## config.mk

```make
export PLATFORM = sky130hd
export DESIGN_NAME = board_ctrl_nk
export DESIGN_NICKNAME = d
export VERILOG_FILES = /design/src/rtl/board_pkg.sv /design/src/rtl/kline_detect.sv /design/src/rtl/board_ctrl_nk.sv
export SDC_FILE = /design/constraint.sdc
export NUM_CORES = 1
export LEC_CHECK = 0
export BUFFER_PORTS_ARGS = -buffer_cell sky130_fd_sc_hd__clkbuf_2
export CAP_MARGIN = 10
export CORE_MARGIN = 4
export CORE_UTILIZATION = 45
export DETAILED_ROUTE_END_ITERATION = 7
export PLACE_DENSITY = 0.69
export SLEW_MARGIN = 10
export SYNTH_ARGS = -nofsm -noshare
export SYNTH_HDL_FRONTEND = slang
export SYNTH_SLANG_ARGS = --single-unit
```

## constraint.sdc

```tcl
create_clock -name clk -period 2.3 [get_ports clk]
set_input_delay 0.115 -clock clk [delete_from_list [all_inputs] [get_ports clk]]
set_output_delay 0.115 -clock clk [all_outputs]
set_load 0.1 [all_outputs]
```

## src/rtl/board_pkg.sv

```systemverilog
// board_pkg
// Shared definitions for the parametrised N x N board controller:
//   - state_t     : controller FSM states (P1, P2, CHECK, DONE)
//   - PLAYER1/2   : encoding of the player who placed the most recent stone
//   - idx_w(n)    : width of a row-major cell index for an n x n board
package board_pkg;

  typedef enum logic [1:0] {
    P1    = 2'd0,
    P2    = 2'd1,
    CHECK = 2'd2,
    DONE  = 2'd3
  } state_t;

  localparam logic PLAYER1 = 1'b0;
  localparam logic PLAYER2 = 1'b1;

  function automatic int idx_w(input int n);
    return $clog2(n * n);
  endfunction

endpackage

```

## src/rtl/kline_detect.sv

```systemverilog
// kline_detect
// Combinational K-in-a-row detector for one player's N x N occupancy mask.
// Ports:
//   mask  in  N*N : occupancy mask, bit (row*N + col) is one cell
//   win   out 1   : some horizontal, vertical, diagonal or anti-diagonal
//                   window of K consecutive cells is fully occupied
module kline_detect
  import board_pkg::*;
#(
  parameter int N = 3,
  parameter int K = 3
) (
  input  logic [N*N-1:0] mask,
  output logic           win
);

  // Number of window start positions along one line.
  localparam int SPAN = N - K + 1;

  logic [N*SPAN-1:0]    horiz;
  logic [N*SPAN-1:0]    vert;
  logic [SPAN*SPAN-1:0] diag;
  logic [SPAN*SPAN-1:0] anti;

  // Row windows start at (r, c); column windows reuse the same loop with the
  // roles swapped, so they start at (c, r) and run downwards.
  for (genvar r = 0; r < N; r++) begin : g_line
    for (genvar c = 0; c < SPAN; c++) begin : g_start
      logic [K-1:0] h_run;
      logic [K-1:0] v_run;
      for (genvar k = 0; k < K; k++) begin : g_cell
        assign h_run[k] = mask[r*N + c + k];
        assign v_run[k] = mask[(c + k)*N + r];
      end
      assign horiz[r*SPAN + c] = &h_run;
      assign vert[r*SPAN + c]  = &v_run;
    end
  end

  // Diagonal windows run down-right from (r, c); anti-diagonal windows run
  // down-left starting from (r, c+K-1), so both share the same start grid.
  for (genvar r = 0; r < SPAN; r++) begin : g_drow
    for (genvar c = 0; c < SPAN; c++) begin : g_dcol
      logic [K-1:0] d_run;
      logic [K-1:0] a_run;
      for (genvar k = 0; k < K; k++) begin : g_cell
        assign d_run[k] = mask[(r + k)*N + c + k];
        assign a_run[k] = mask[(r + k)*N + c + K - 1 - k];
      end
      assign diag[r*SPAN + c] = &d_run;
      assign anti[r*SPAN + c] = &a_run;
    end
  end

  assign win = |{horiz, vert, diag, anti};

endmodule

```

## src/rtl/board_ctrl_nk.sv

```systemverilog
// board_ctrl_nk
// Two-player N x N board controller with K-in-a-row win detection, tie
// detection and arbitration between a human move source and an AI client.
// Ports:
//   clk, reset          : clock, asynchronous active-high reset
//   new_game            : one-cycle pulse, clears the board (highest priority)
//   game_mode           : 0 = two humans, 1 = player 2 is AI (latched on empty board)
//   move_valid/move_idx : human move offer; move_ready says it can be taken
//   ai_req              : AI turn pending; ai_valid/ai_idx is the AI move offer
//   cell_p1, cell_p2    : per-player occupancy masks, bit i is cell i
//   p1_turn, p2_turn    : whose move is awaited
//   p1_win, p2_win, tie : sticky outcome flags
//   illegal             : one-cycle pulse after a rejected move
//   moves               : number of stones on the board
module board_ctrl_nk
  import board_pkg::*;
#(
  parameter int N  = 3,
  parameter int K  = 3,
  parameter int IW = idx_w(N)
) (
  input  logic          clk,
  input  logic          reset,
  input  logic          new_game,
  input  logic          game_mode,
  input  logic          move_valid,
  input  logic [IW-1:0] move_idx,
  output logic          move_ready,
  output logic          ai_req,
  input  logic          ai_valid,
  input  logic [IW-1:0] ai_idx,
  output logic [N*N-1:0] cell_p1,
  output logic [N*N-1:0] cell_p2,
  output logic          p1_turn,
  output logic          p2_turn,
  output logic          p1_win,
  output logic          p2_win,
  output logic          tie,
  output logic          illegal,
  output logic [IW:0]   moves
);

  localparam int CELLS = N * N;
  localparam int EXT   = 2 ** IW;
  localparam logic [IW:0] CELLS_W = (IW + 1)'(CELLS);

  state_t           state;
  logic             mode;
  logic             mover;
  logic             offer;
  logic             legal;
  logic             win;
  logic [IW-1:0]    idx;
  logic [EXT-1:0]   occ_ext;
  logic [CELLS-1:0] sel;
  logic [CELLS-1:0] check_mask;

  // move_ready and ai_req are registered and already encode whose source is
  // allowed to move, so the handshake and the index mux only need them.
  // The occupancy vector is widened to the full index range so that an
  // out-of-range index can be looked up safely; the range test rejects it.
  always_comb begin
    offer      = (move_ready && move_valid) || (ai_req && ai_valid);
    idx        = ai_req ? ai_idx : move_idx;
    occ_ext    = '0;
    occ_ext[CELLS-1:0] = cell_p1 | cell_p2;
    sel        = CELLS'(1) << idx;
    legal      = ({1'b0, idx} < CELLS_W) && !occ_ext[idx];
    check_mask = (mover == PLAYER2) ? cell_p2 : cell_p1;
  end

  kline_detect #(
    .N(N),
    .K(K)
  ) u_kline (
    .mask(check_mask),
    .win (win)
  );

  // Game FSM. Turn flags, move_ready and ai_req are registered together with
  // the state they describe. The mode latch keeps tracking game_mode while the
  // board is empty in P1 and freezes once the first stone is down.
  always_ff @(posedge clk or posedge reset) begin
    if (reset) begin
      state      <= P1;
      mode       <= 1'b0;
      mover      <= PLAYER1;
      cell_p1    <= '0;
      cell_p2    <= '0;
      moves      <= '0;
      move_ready <= 1'b1;
      ai_req     <= 1'b0;
      p1_turn    <= 1'b1;
      p2_turn    <= 1'b0;
      p1_win     <= 1'b0;
      p2_win     <= 1'b0;
      tie        <= 1'b0;
      illegal    <= 1'b0;
    end else begin
      if (state == P1 && moves == '0) begin
        mode <= game_mode;
      end
      illegal <= 1'b0;

      if (new_game) begin
        state      <= P1;
        mover      <= PLAYER1;
        cell_p1    <= '0;
        cell_p2    <= '0;
        moves      <= '0;
        move_ready <= 1'b1;
        ai_req     <= 1'b0;
        p1_turn    <= 1'b1;
        p2_turn    <= 1'b0;
        p1_win     <= 1'b0;
        p2_win     <= 1'b0;
        tie        <= 1'b0;
      end else begin
        case (state)
          P1, P2: begin
            if (offer) begin
              if (legal) begin
                if (state == P1) begin
                  cell_p1 <= cell_p1 | sel;
                  mover   <= PLAYER1;
                end else begin
                  cell_p2 <= cell_p2 | sel;
                  mover   <= PLAYER2;
                end
                moves      <= moves + 1'b1;
                state      <= CHECK;
                move_ready <= 1'b0;
                ai_req     <= 1'b0;
                p1_turn    <= 1'b0;
                p2_turn    <= 1'b0;
              end else begin
                illegal <= 1'b1;
              end
            end
          end

          // Only the mover's mask is examined, so only the mover can win.
          CHECK: begin
            if (win) begin
              state <= DONE;
              if (mover == PLAYER1) begin
                p1_win <= 1'b1;
              end else begin
                p2_win <= 1'b1;
              end
            end else if (moves == CELLS_W) begin
              state <= DONE;
              tie   <= 1'b1;
            end else if (mover == PLAYER1) begin
              state      <= P2;
              p2_turn    <= 1'b1;
              move_ready <= !mode;
              ai_req     <= mode;
            end else begin
              state      <= P1;
              p1_turn    <= 1'b1;
              move_ready <= 1'b1;
            end
          end

          default: begin
          end
        endcase
      end
    end
  end

endmodule

```

== Yosys cells after proc, flatten, opt, wreduce, memory -nomap -nowiden ==
Cells that the tools add are included.

* Register bits after elaboration: 35
* Output and inout port bits: 31
* Logic and storage cells: 137

* $add $sub $neg: 1
* Magnitude comparators: 2
* Eq/ne operators: 12
* Shift-type cells: 1
* Multiplexer cells: 66
* Bitwise operators: 3
* Reduce and logical (&&, ||, !) cells: 38

{| class="wikitable"
|+ Operators by type and width
! operator !! number
|-
| 9-bit two-way mux || 11
|-
| 1-bit two-way mux || 39
|-
| 3-bit AND reduction || 13
|-
| 9-bit OR || 3
|-
| 5-bit two-way mux || 4
|-
| 3-bit != test, second input constant || 6
|-
| 2-bit nonzero test || 8
|-
| 6-bit AND reduction || 2
|-
| 2-bit two-way mux || 5
|-
| 1-bit by 4-bit left shift with 9-bit output, first input constant || 1
|-
| 1-bit one-hot mux with 2 select lines || 4
|-
| 4-bit AND reduction || 2
|-
| 8-bit OR reduction || 1
|-
| 2-bit != test, second input constant || 3
|-
| 5-bit by 1-bit adder with 5-bit output, second input constant || 1
|-
| 5-bit by 4-bit equality test with 1-bit output, second input constant || 1
|-
| 5-bit zero test || 1
|-
| 4-bit by 5-bit less-than comparator with 1-bit output, second input constant || 1
|-
| 5-bit AND reduction || 1
|-
| 1-bit binary-select mux with 4-bit select || 1
|-
| 1-bit logical AND || 4
|-
| 4-bit less-than comparator, second input constant || 1
|-
| 4-bit two-way mux || 1
|-
| 2-bit one-hot mux with 2 select lines || 1
|-
| other kinds (7) || 8
|}

== Depth between registers and ports, before layout ==
Gate-level depths: netlist of run 1.

* Word-level depth: 9
* Gate-level depth with buffers: 9
* Gate-level depth less buffers: 7

== Hierarchy ==
From an unflattened synthesis of run 1, not the netlist that was laid out.

* Cell total of the unflattened synthesis: 216
* Area total of the unflattened synthesis: 2,109.5 µm²

{| class="wikitable"
|+ Modules (own cells, without submodules)
! module !! times used !! cells an instance !! area an instance (µm²) !! sequential area each (µm²)
|-
| board_ctrl_nk || 1 || 208 || 2,054.5 || 878.3
|-
| kline_detect || 1 || 8 || 55.1 || 0.0
|}

== Worst setup path before layout of run 1 ==
No wires, ideal clock.

* Path type: reg2reg
* From: register ai_req
* To: register cell_p1[6]
* Setup time: 0.132 ns
* Arrival: 2.465 ns
* Slack: -0.297 ns
* Cell stages (with the launch flop): 10
* Path buffers: 2
* Cells stage by stage: dfrtp_1 buf_6 nand2_1 o22ai_1 a222oi_1 a21boi_2 a21oi_4 buf_6 a41oi_1 nor2_1

* Cells in the longest elaborated chain, start to end: 8

{| class="wikitable"
|+ RTL lines
! what !! RTL line !! RTL
|-
| start, declared || board_ctrl_nk.sv:29 || <nowiki>output logic ai_req,</nowiki>
|-
| start signal, assigned || board_ctrl_nk.sv:158 || <nowiki>ai_req <= mode;</nowiki>
|-
| parallel branches: the longest is 8 deep, another holds 4-bit two-way mux || -- ||
|-
| end signal, assigned || board_ctrl_nk.sv:124 || <nowiki>cell_p1 <= cell_p1 | sel;</nowiki>
|-
| end, declared || board_ctrl_nk.sv:32 || <nowiki>output logic [N*N-1:0] cell_p1,</nowiki>
|}

Several ways; the timed one is not identified. The select of a mux whose other input is x is not followed.
A chain may end at the register's enable or synchronous reset.

== Final worst setup path of run 1 ==
* From: register ai_req
* To: register mover

* Cells in the longest elaborated chain, start to end: 7

{| class="wikitable"
|+ RTL lines
! what !! RTL line !! RTL
|-
| 4-bit two-way mux || board_ctrl_nk.sv:64 || <nowiki>idx = ai_req ? ai_idx : move_idx;</nowiki>
|-
| 1-bit binary-select mux with 4-bit select || board_ctrl_nk.sv:68 || <nowiki>legal = ({1'b0, idx} < CELLS_W) && !occ_ext[idx];</nowiki>
|-
| 1-bit two-way mux (implied by the code) || board_ctrl_nk.sv:68 ||
|-
| 1-bit zero test || board_ctrl_nk.sv:68 ||
|-
| 1-bit logical AND || board_ctrl_nk.sv:68 ||
|-
| 2-bit nonzero test (no source line) || -- ||
|-
| 3-bit AND reduction (no source line) (*) || -- ||
|-
| end signal, assigned || board_ctrl_nk.sv:87 || <nowiki>mover <= PLAYER1;</nowiki>
|-
| end signal, assigned || board_ctrl_nk.sv:107 || <nowiki>mover <= PLAYER1;</nowiki>
|-
| end signal, assigned || board_ctrl_nk.sv:125 || <nowiki>mover <= PLAYER1;</nowiki>
|-
| end, declared || board_ctrl_nk.sv:49 || <nowiki>logic mover;</nowiki>
|}

Mark *: on every way between the ends. The rest lies on a longest branch, timed or not. The select of a mux whose other input is x is not followed.

==> metrics.txt, run 1 <==
top cells by count, synth=nor2_1 (36), dfrtp_1 (33), a31oi_1 (11); Final Setup Violations=0; maximum vdd drop=364 uV; Reg clk slew, reported paths=0.08 ns; leakage=1.10 nW; clock buffer depth=2; chip height=73.4 um; Sw Pwr=between 0.4 and 0.5 mW; FP Rows=23; hold_ws=between 0.06 and 0.07 ns; Worst Tran Pin Value=just under 0.7 ns; initial detailed-routing violation count=255; first-pass GRT wire length=8.44 mm; Wirelength per Cell=about 17 um; final clock skew=0.00721 ns; initial antenna violation count=0; Seq/Total Area, Yosys=45.7%; fin crit share=roughly 93%; count leader, synth=nor2_1; CP required=roughly 2.5 ns; drt drc=0; worst r2r path cells=7; synth warn=0; antenna-violating nets left=0; final-report hold violation count=0; die area=0.00538 mm2; Min-Delay Endpoint=mode$_DFFE_PP0P_; Hold Crit Depth=2; post-route minimum period=2.14 ns; cell taking the most area after synthesis=dfrtp_1; Post-DP HPWL=3.71 mm; Pint=roughly 1.1 mW; Post-Synthesis Cell Area=0.00192 mm2; Post-synth EDFFs=0; top_reg_cell synth=dfrtp_1; initial core utilization=47.4%; Mapped Nets=216; outcome=completed; leading post-synthesis cells by cell area=dfrtp_1 (43%), nor2_1 (7.0%), a41oi_1 (3.6%); vias in the first global route=1685; Clk Latency, worst-skew pair=between 0.2 and 0.3 ns; Synth cell types=43; Flop pwr share=42.8%; iteration count of the initial detailed-routing pass=5; top-area cell type share of the netlist area=43.0%; share of layout cells above drive strength 1=a little under two fifths; RSZ-0062 raised after global routing=false; gr usage total=20.7%; n_diodes=0; I/O pins=45; final wirelength=5.06 mm; Fillers=375; core area=0.00406 mm2; CTS tree=yes; Final Max Tran Viols=0; crit-path max FO=16; final worst slack=0.161 ns; pre-CTS WS=0.160 ns; R2R Path Start=ai_req$_DFFE_PP0P_; clock share of power=roughly 37%; FMAX=468 MHz; chip width=about 73 um; Root Driver=clkbuf_8; Worst Hold Class=in2reg; drt via density=5.81; H-tree depth reported by CTS=2; Post-CTS Setup Repair Bufs=0; reg-to-reg critical path endpoint=mover$_DFFE_PP0P_; hold path startpoint=game_mode; share of synthesized registers carrying an async set or reset=100%; Switching Share=30.5%; Final #Nets=269; Vias=between 1500 and 2000; Syn Inst Count=199; pin count of the biggest net entering global routing=36; R2R setup slack=0.16 ns; power per cell area=653 mW/mm2; Synth Register Bits=35; crit path from=ai_req$_DFFE_PP0P_; Syn Area/Cell=9.66 um2; Num CTS Buffers=5; PortBufs=44; gpl congestion=0.928; Fin Setup TNS=0 ns; grt ovf=0; WS Path Type=reg2reg; Crit. End Element=register; Comb pwr share=approximately 20%; Sink Count=35; Register Area=900 um2; type of origin of the critical path=register; Slew headroom=~55%; max cap viols=0; Layout area overhead=24.5%; Critical Path AT=2.29 ns; area of the multi-input gates=946 um2
==> layer usage <==
layer	up-vias	global-route usage (%)	routed length, um
li1	836	-	-
met1	845	30.4	2360
met4	0	7.24	80
met2	72	29.9	2280
met3	8	4.65	343
met5	-	0	0
==> power groups by stage <==
stage / registers, mW / clock network (mW) / logic (mW)
finish: 0.669 / 0.574 / 0.318
CTS: 0.668 / 0.584 / 0.319
detailed placement: 0.679 / 0 / 0.317
global route: 0.672 / 0.620 / 0.342
global placement: 0.679 / 0 / 0.316
floorplan: 0.769 / 0 / 0.142
==> cells in the final DEF (no fill, tap or decap), types with 5 or more instances in the layout <==
cell,count
a31oi_1,11
nor3_1,6
nand2b_1,7
buf_4,10
dfrtp_2,14
clkbuf_2,44
or2_2,6
nand2_1,10
dfrtp_1,18
clkbuf_8,6
a41oi_1,8
a21oi_1,6
inv_1,10
a22o_1,5
nor2_1,36
==> cell families after synthesis <==
family / Yosys count / share of synthesized area [%]
buffers and inverters: 21 / 5.08
xor gates and xnor gates: 3 / 1.37
muxes: 4 / 2.21
AOI/OAI and AO/OA: 56 / 24.6
DFF: 35 / 45.7
and+or+nand+nor: 77 / 19.1
adders and majority gates: 3 / 1.95
==> cell type report <==
type | instances | share of cell area [%]
well taps | 50 | 2.62
multi-input cells | 143 | 39.5
clock buffers | 6 | 3.45
inverters | 11 | 1.73
repair buffers | 56 | 13.6
flip-flops and latches | 35 | 37.6
clock inverters | 2 | 1.46
==> worst max-delay path by stage <==
stage / end / depth (start not counted) / slack (ns)
finish: mover$_DFFE_PP0P_ / 7 / 0.16
global route: mover$_DFFE_PP0P_ / 8 / 0.009
detailed placement: moves[1]$_DFFE_PP0P_ / 7 / 0.16
global placement: mover$_DFFE_PP0P_ / 7 / 0.20
floorplan: state[0]$_DFFE_PP0P_ / 7 / 0.008
CTS: moves[1]$_DFFE_PP0P_ / 7 / 0.15
==> registers in the layout (all words and copies together), names as in the netlist <==
register    count
p2_turn         1
mode            1
ai_req          1
cell_p1         9
cell_p2         9
mover           1
illegal         1
state           2
moves           5
move_ready      1
p1_win          1
p2_win          1
p1_turn         1
tie             1
==> what timing repair did <==
item | CTS | global route
endpoints found under the hold margin | 33 | 0
hold buffers | 1 | 0
gates resized for setup | 0 | 0
==> through the flow <==
stage          cell area (um2)  power [mW]  cells  util [%]
6_report                  2390        1.56    303      59.0
5_1_grt                   2390        1.63    303      59.0
4_1_cts                   2390        1.57    303      59.0
3_3_place_gp              2260       0.995    294      55.8
3_5_place_dp              2260       0.997    294      55.8
2_1_floorplan             1940       0.910    199         -
==> worst max-delay path, cell delays in order (launching register included) <==
cell      delay [ns]
dfrtp_4         0.56
o32ai_2         0.32
a21boi_0        0.25
nand4_2         0.18
a21oi_4         0.27
buf_12          0.18
mux2i_1         0.18
nor2_1          0.05
Note: power is estimated with default switching activity, not from simulation.
==> run 2: changes to the inputs <==
--- a/config.mk
+++ b/config.mk
@@ -5,7 +5,7 @@
 export SDC_FILE = /design/constraint.sdc
 export NUM_CORES = 1
 export LEC_CHECK = 0
-export BUFFER_PORTS_ARGS = -buffer_cell sky130_fd_sc_hd__clkbuf_2
+export BUFFER_PORTS_ARGS = -buffer_cell sky130_fd_sc_hd__buf_2
 export CAP_MARGIN = 10
 export CORE_MARGIN = 4
 export CORE_UTILIZATION = 45
==> metrics.txt, run 2 (synthesis gave the netlist of run 1 again) <==
final-report hold violation count=0; Reg clk slew, reported paths=approximately 0.07 ns; Clk Latency, worst-skew pair=0.28 ns; outcome=completed; fin crit share=93.9%; die area=0.00538 mm2; critical-path cell list=buf_4 -> o32ai_4 -> a21boi_1 -> a21boi_2 -> a21oi_4 -> buf_12 -> mux2i_1 -> nor2_1; H-tree depth reported by CTS=2; WS Path Type=reg2reg; peak per-stage delay on the critical path=~0.56 ns; crit-path max FO=16; Final Setup Violations=0; antenna-violating nets left=0; most common cell after layout, fill and taps aside=buf_2; Sink Count=35; Final Max Tran Viols=0; worst r2r path cells=8; final wirelength=5.03 mm; Bufs and invs on worst path=2; Power, Total=1.56 mW; Largest regs=cell_p1 (9), cell_p2 (9), moves (5); # placed instances=294; initial antenna violation count=0; CTS tree=yes; Worst Hold Class=in2reg; hold_ws=approximately 0.067 ns; R2R setup slack=0.14 ns; core area=0.00406 mm2; I/O pins=45; FP Rows=23; chip width=73.4 um; area of the multi-input gates=958 um2; drt via density=~5.7; clock buffer depth=2; Fillers=about 360; drt drc=0; maximum vdd drop=359 uV; Num CTS Buffers=5; Fin Setup TNS=0 ns; leakage=1.14 nW; iteration count of the initial detailed-routing pass=4; RSZ-0062 raised after global routing=false; Root Driver=clkbuf_8; Slew headroom=about three fifths; Critical Path AT=between 2 and 2.5 ns; Final #Nets=272; gpl congestion=0.936; Vias=1755; chip height=73.4 um; crit path from=ai_req$_DFFE_PP0P_; crit path capture=mover$_DFFE_PP0P_; type of origin of the critical path=register; pin count of the biggest net entering global routing=36; gr usage total=19.9%; final clock skew=0.00447 ns; n_diodes=0; max cap viols=0; initial detailed-routing violation count=210; CP required=2.44 ns; grt ovf=0; Crit path depth=8; first-pass GRT wire length=between 8 and 9 mm; Worst Tran Pin Value=around 0.62 ns; share of layout cells above drive strength 1=39.5%; reg-to-reg critical path endpoint=mover$_DFFE_PP0P_; Wirelength per Cell=16.4 um; Crit. End Element=register; power per cell area=643 mW/mm2; post-route minimum period=2.16 ns; FMAX=463 MHz; vias in the first global route=1636; Crit path max-delay family=compound AO/OA/AOI/OAI gates; initial core utilization=47.4%; Post-DP HPWL=3.59 mm; Layout area overhead=26.3%; R2R Path Start=ai_req$_DFFE_PP0P_; CP max stage cell=dfrtp_4; post-route insts no fill=roughly 310; commonest non-fill, non-tap cells in the layout=buf_2 (44), nor2_1 (36), dfrtp_1 (18), dfrtp_2 (14), buf_4 (13); PortBufs=44; Register Area=roughly 900 um2
==> run 2: cell count changes in the layout (fill, tap and decap cells not counted) <==
cell	delta
buf_2	+44
clkbuf_2	-44
buf_4	+3
a211oi_1	-1
a211oi_2	+1
nand2b_1	-1
nand2b_4	+1
==> run 2: per-stage QoR <==
step,utilization [%],worst slack [ns],instance area [um2]
global route,59.8,0.0112,2430
finish,59.8,0.141,2430
floorplan,-,0.00813,1940
CTS,59.0,0.148,2390
global placement,55.8,0.208,2260
detailed placement,55.8,0.163,2260
==> run 2: what timing repair did <==
action / 4_1_cts / 5_1_grt
buffers inserted: 0 / 3
setup endpoints to repair: 0 / 2
hold buffers: 1 / 0
gates resized for setup: 0 / 2
hold endpoints to repair: 33 / 0
==> run 2: report_power, final <==
| part | internal (mW) | total, mW | switching, mW |
|---|---|---|---|
| Sequential | 0.641 | 0.668 | 0.0271 |
| Combinational | 0.0979 | 0.325 | 0.227 |
| Clock | 0.351 | 0.568 | 0.217 |
==> run 2: per-layer routing <==
metal / vias up / global-route usage [%] / wire length [um]
met5: - / 0 / 0
met4: 0 / 4.83 / 15
met3: 2 / 4.10 / 365
met2: 70 / 28.8 / 2280
met1: 844 / 30.4 / 2370
li1: 839 / - / -
==> run 2: cell type report <==
class | instances | area share [%]
clock inverter | 2 | 1.44
tap | 50 | 2.58
inverter | 11 | 1.70
sequential | 35 | 37.1
clock buffer | 6 | 3.40
multi-input combinational | 143 | 39.5
timing repair buffer | 59 | 14.3
==> run 2: worst reg2reg max path, delay by kind of cell (launching register included) <==
| family | cells | cell delay [ns] |
|---|---|---|
| simple gates | 1 | 0.05 |
| compound gates | 4 | 0.88 |
| mux | 1 | 0.18 |
| flops | 1 | 0.56 |
| buf+inv | 2 | 0.35 |
==> run 2: worst min-delay path by stage <==
stage | start | endpoint | slack (ns) | cells after the start
2_1_floorplan | reset | ai_req$_DFFE_PP0P_ | 0.27 | 1
3_3_place_gp | reset | mode$_DFFE_PP0P_ | 0.23 | 3
3_5_place_dp | reset | tie$_DFFE_PP0P_ | 0.24 | 3
4_1_cts | game_mode | mode$_DFFE_PP0P_ | 0.06 | 2
5_1_grt | game_mode | mode$_DFFE_PP0P_ | 0.07 | 2
6_report | game_mode | mode$_DFFE_PP0P_ | 0.07 | 2
==> run 3: changes to the inputs <==
--- a/config.mk
+++ b/config.mk
@@ -5,12 +5,13 @@
 export SDC_FILE = /design/constraint.sdc
 export NUM_CORES = 1
 export LEC_CHECK = 0
+export ABC_AREA = 1
 export BUFFER_PORTS_ARGS = -buffer_cell sky130_fd_sc_hd__buf_2
 export CAP_MARGIN = 10
 export CORE_MARGIN = 4
 export CORE_UTILIZATION = 45
 export DETAILED_ROUTE_END_ITERATION = 7
-export PLACE_DENSITY = 0.69
+export PLACE_DENSITY = 0.67
 export SLEW_MARGIN = 10
 export SYNTH_ARGS = -nofsm -noshare
 export SYNTH_HDL_FRONTEND = slang
==> metrics.txt, run 3 <==
commonest non-fill, non-tap cells in the layout=nand2_1 (103), buf_2 (44), dfrtp_1 (32), nor2_1 (28), inv_1 (25); vias in the first global route=2046; Syn Area/Cell=7.28 um2; maximum vdd drop=883 uV; Num CTS Buffers=5; final worst slack=around 0.43 ns; CP required=2.47 ns; chip height=78.6 um; Critical Path AT=2.04 ns; PortBufs=44; area of the multi-input gates=0.00120 mm2; cell taking the most area after synthesis=dfrtp_1; Wirelength per Cell=12.5 um; post-route insts no fill=423; I/O pins=45; H-tree depth reported by CTS=2; Layout area overhead=16.6%; type of origin of the critical path=register; clock share of power=a little under an eighth; # placed instances=414; top_reg_cell synth=dfrtp_1; Sw Pwr=2.35 mW; count leader, synth=nand2_1; final-report hold violation count=0; Crit. End Element=register; Comb pwr share=62.0%; Switching Share=61.2%; Synth cell types=32; top cells by count, synth=nand2_1 (103), dfrtp_1 (33), nor2_1 (28); Final #Nets=372; Syn Inst Count=308; post-route minimum period=1.87 ns; drt drc=0; RSZ-0062 raised after global routing=false; pin count of the biggest net entering global routing=36; final clock skew=0.00366 ns; clock buffer depth=2; gr usage total=19.1%; CTS tree=yes; final wirelength=5.29 mm; leading post-synthesis cells by cell area=dfrtp_1 (37%), nand2_1 (17%), o21ai_2 (7.4%); share of layout cells above drive strength 1=27.0%; grt ovf=0; synth warn=0; fin crit share=between 80% and 90%; worst r2r path cells=10; critical-path cell list=nand2_1 -> nand2_4 -> nor2_2 -> nand2_1 -> o21ai_1 -> inv_2 -> nand2_4 -> nand3_4 -> nand2_1 -> o21ai_2; antenna-violating nets left=0; Pint=1.49 mW; WS Path Type=reg2reg; gpl congestion=approximately 0.88; Post-CTS Setup Repair Bufs=0; die area=~0.006 mm2; Crit path top cell by count=nand2_1; FMAX=535 MHz; initial detailed-routing violation count=160; first-pass GRT wire length=9.52 mm; iteration count of the initial detailed-routing pass=4; share of synthesized registers carrying an async set or reset=between 90% and 100%; Fillers=478; core area=roughly 0.0048 mm2; Reg clk slew, reported paths=roughly 0.07 ns; max cap viols=0; Slew headroom=between 60% and 70%; Worst Hold Class=in2reg; Worst Tran Pin Value=between 0.4 and 0.5 ns; Register Area=roughly 880 um2; Fin Setup TNS=0 ns; outcome=completed; Flop pwr share=about a quarter; initial antenna violation count=0; CP max stage cell=dfrtp_2; initial core utilization=46.8%; Hold Crit Depth=3; Vias=roughly 2100; Final Setup Violations=0; most common cell after layout, fill and taps aside=nand2_1; Post-synth EDFFs=0; Post-DP HPWL=around 4 mm; pre-CTS WS=0.419 ns; crit-path max FO=18; Root Driver=clkbuf_8; chip width=78.6 um; top-area cell type share of the netlist area=a little under two fifths; leakage=1.41 nW; drt via density=4.99; Sink Count=35; peak per-stage delay on the critical path=~0.46 ns; power per cell area=1470 mW/mm2; Mapped Nets=325; Post-Synthesis Cell Area=0.00224 mm2; Synth Register Bits=35; FP Rows=25; Largest regs=cell_p1 (9), cell_p2 (9), moves (5); Seq/Total Area, Yosys=39.2%; n_diodes=0; Final Max Tran Viols=0; Clk Latency, worst-skew pair=~0.28 ns
==> run 3: cell types whose count changed after synthesis, sizes merged, moves of 4 or more <==
cell / before / now
nand3: 3 / 24
o21ai: 4 / 50
nor3: 6 / 1
a21oi: 7 / 1
a31oi: 11 / 1
inv: 11 / 28
nor2: 36 / 29
o32ai: 5 / 0
a41oi: 8 / 0
nand2: 10 / 108
nand4: 1 / 6
nand2b: 7 / 0
a22o: 5 / 1
==> run 3: power by group through the flow <==
| stage | sequential (mW) | clock, mW | combinational [mW] |
|---|---|---|---|
| finish | 1.02 | 0.434 | 2.38 |
| global route | 1.06 | 0.475 | 2.57 |
| CTS | 1.02 | 0.453 | 2.39 |
| detailed placement | 1.04 | 0 | 2.39 |
| global placement | 1.03 | 0 | 2.37 |
| floorplan | 2.10 | 0 | 0.930 |
==> run 3: area by class of cell <==
cell class,instances,share of cell area (%)
clock inverters,3,0.574
clock buffers,5,2.63
flip-flops and latches,35,33.7
inverters,29,4.16
multi-input cells,236,46.1
repair buffers,48,9.67
well taps,67,3.21
==> run 3: cells by family (layout without fill, tap and decap cells) <==
| logic type | count (synthesis) | after routing | synth area share [%] |
|---|---|---|---|
| AO/OA/AOI/OAI | 56 | 56 | 16.4 |
| XOR/XNOR | 1 | 1 | 0.391 |
| adder cells (fa/ha/maj) | 3 | 3 | 1.68 |
| buffers and inverters | 37 | 85 | 7.03 |
| flip-flops | 35 | 35 | 39.2 |
| AND/OR/NAND/NOR | 176 | 176 | 35.3 |
==> run 3: critical path, delay by kind of cell, from the launching register on <==
kind                   cells  cell delay [ns]
AOI/OAI and AO/OA          2             0.21
buffers and inverters      1             0.08
and+or+nand+nor            7             1.01
DFF                        1             0.46
==> run 3: what timing repair did <==
item,CTS,global route
gates resized for setup,0,0
endpoints found under the hold margin,33,0
hold buffers,1,0
==> run 3: routing by layer <==
layer	vias to the layer above	GRT usage (%)	share of wire [%]
li1	1090	-	-
met1	947	27.6	50
met2	64	27.8	42
met3	8	4.59	6.8
met4	0	6.99	1.3
met5	-	0	0
==> run 3: through the flow <==
step                      instance area [um2]  power (mW)  utilization, %  hold WS, ns
final                                    2610        3.84            54.6       0.0760
after floorplan                          2240        3.03               -        0.268
after detailed placement                 2520        3.42            52.7        0.246
after CTS                                2610        3.87            54.6       0.0716
after global routing                     2610        4.11            54.6       0.0984
after global placement                   2520        3.41            52.7        0.243
==> run 3: path summary, 6_finish.rpt <==
check	start	endpoint	slack [ns]
worst max register to register	ai_req$_DFFE_PP0P_	cell_p1[3]$_DFFE_PP0P_	0.43
worst max-delay path	ai_req$_DFFE_PP0P_	cell_p1[3]$_DFFE_PP0P_	0.43
max in group asynchronous	reset	move_ready$_DFFE_PP1P_	1.49
worst min register to register	p1_turn$_DFFE_PP1P_	p1_turn$_DFFE_PP1P_	0.46
min in group asynchronous	reset	moves[0]$_DFFE_PP0P_	0.47
worst min-delay path	game_mode	mode$_DFFE_PP0P_	0.08
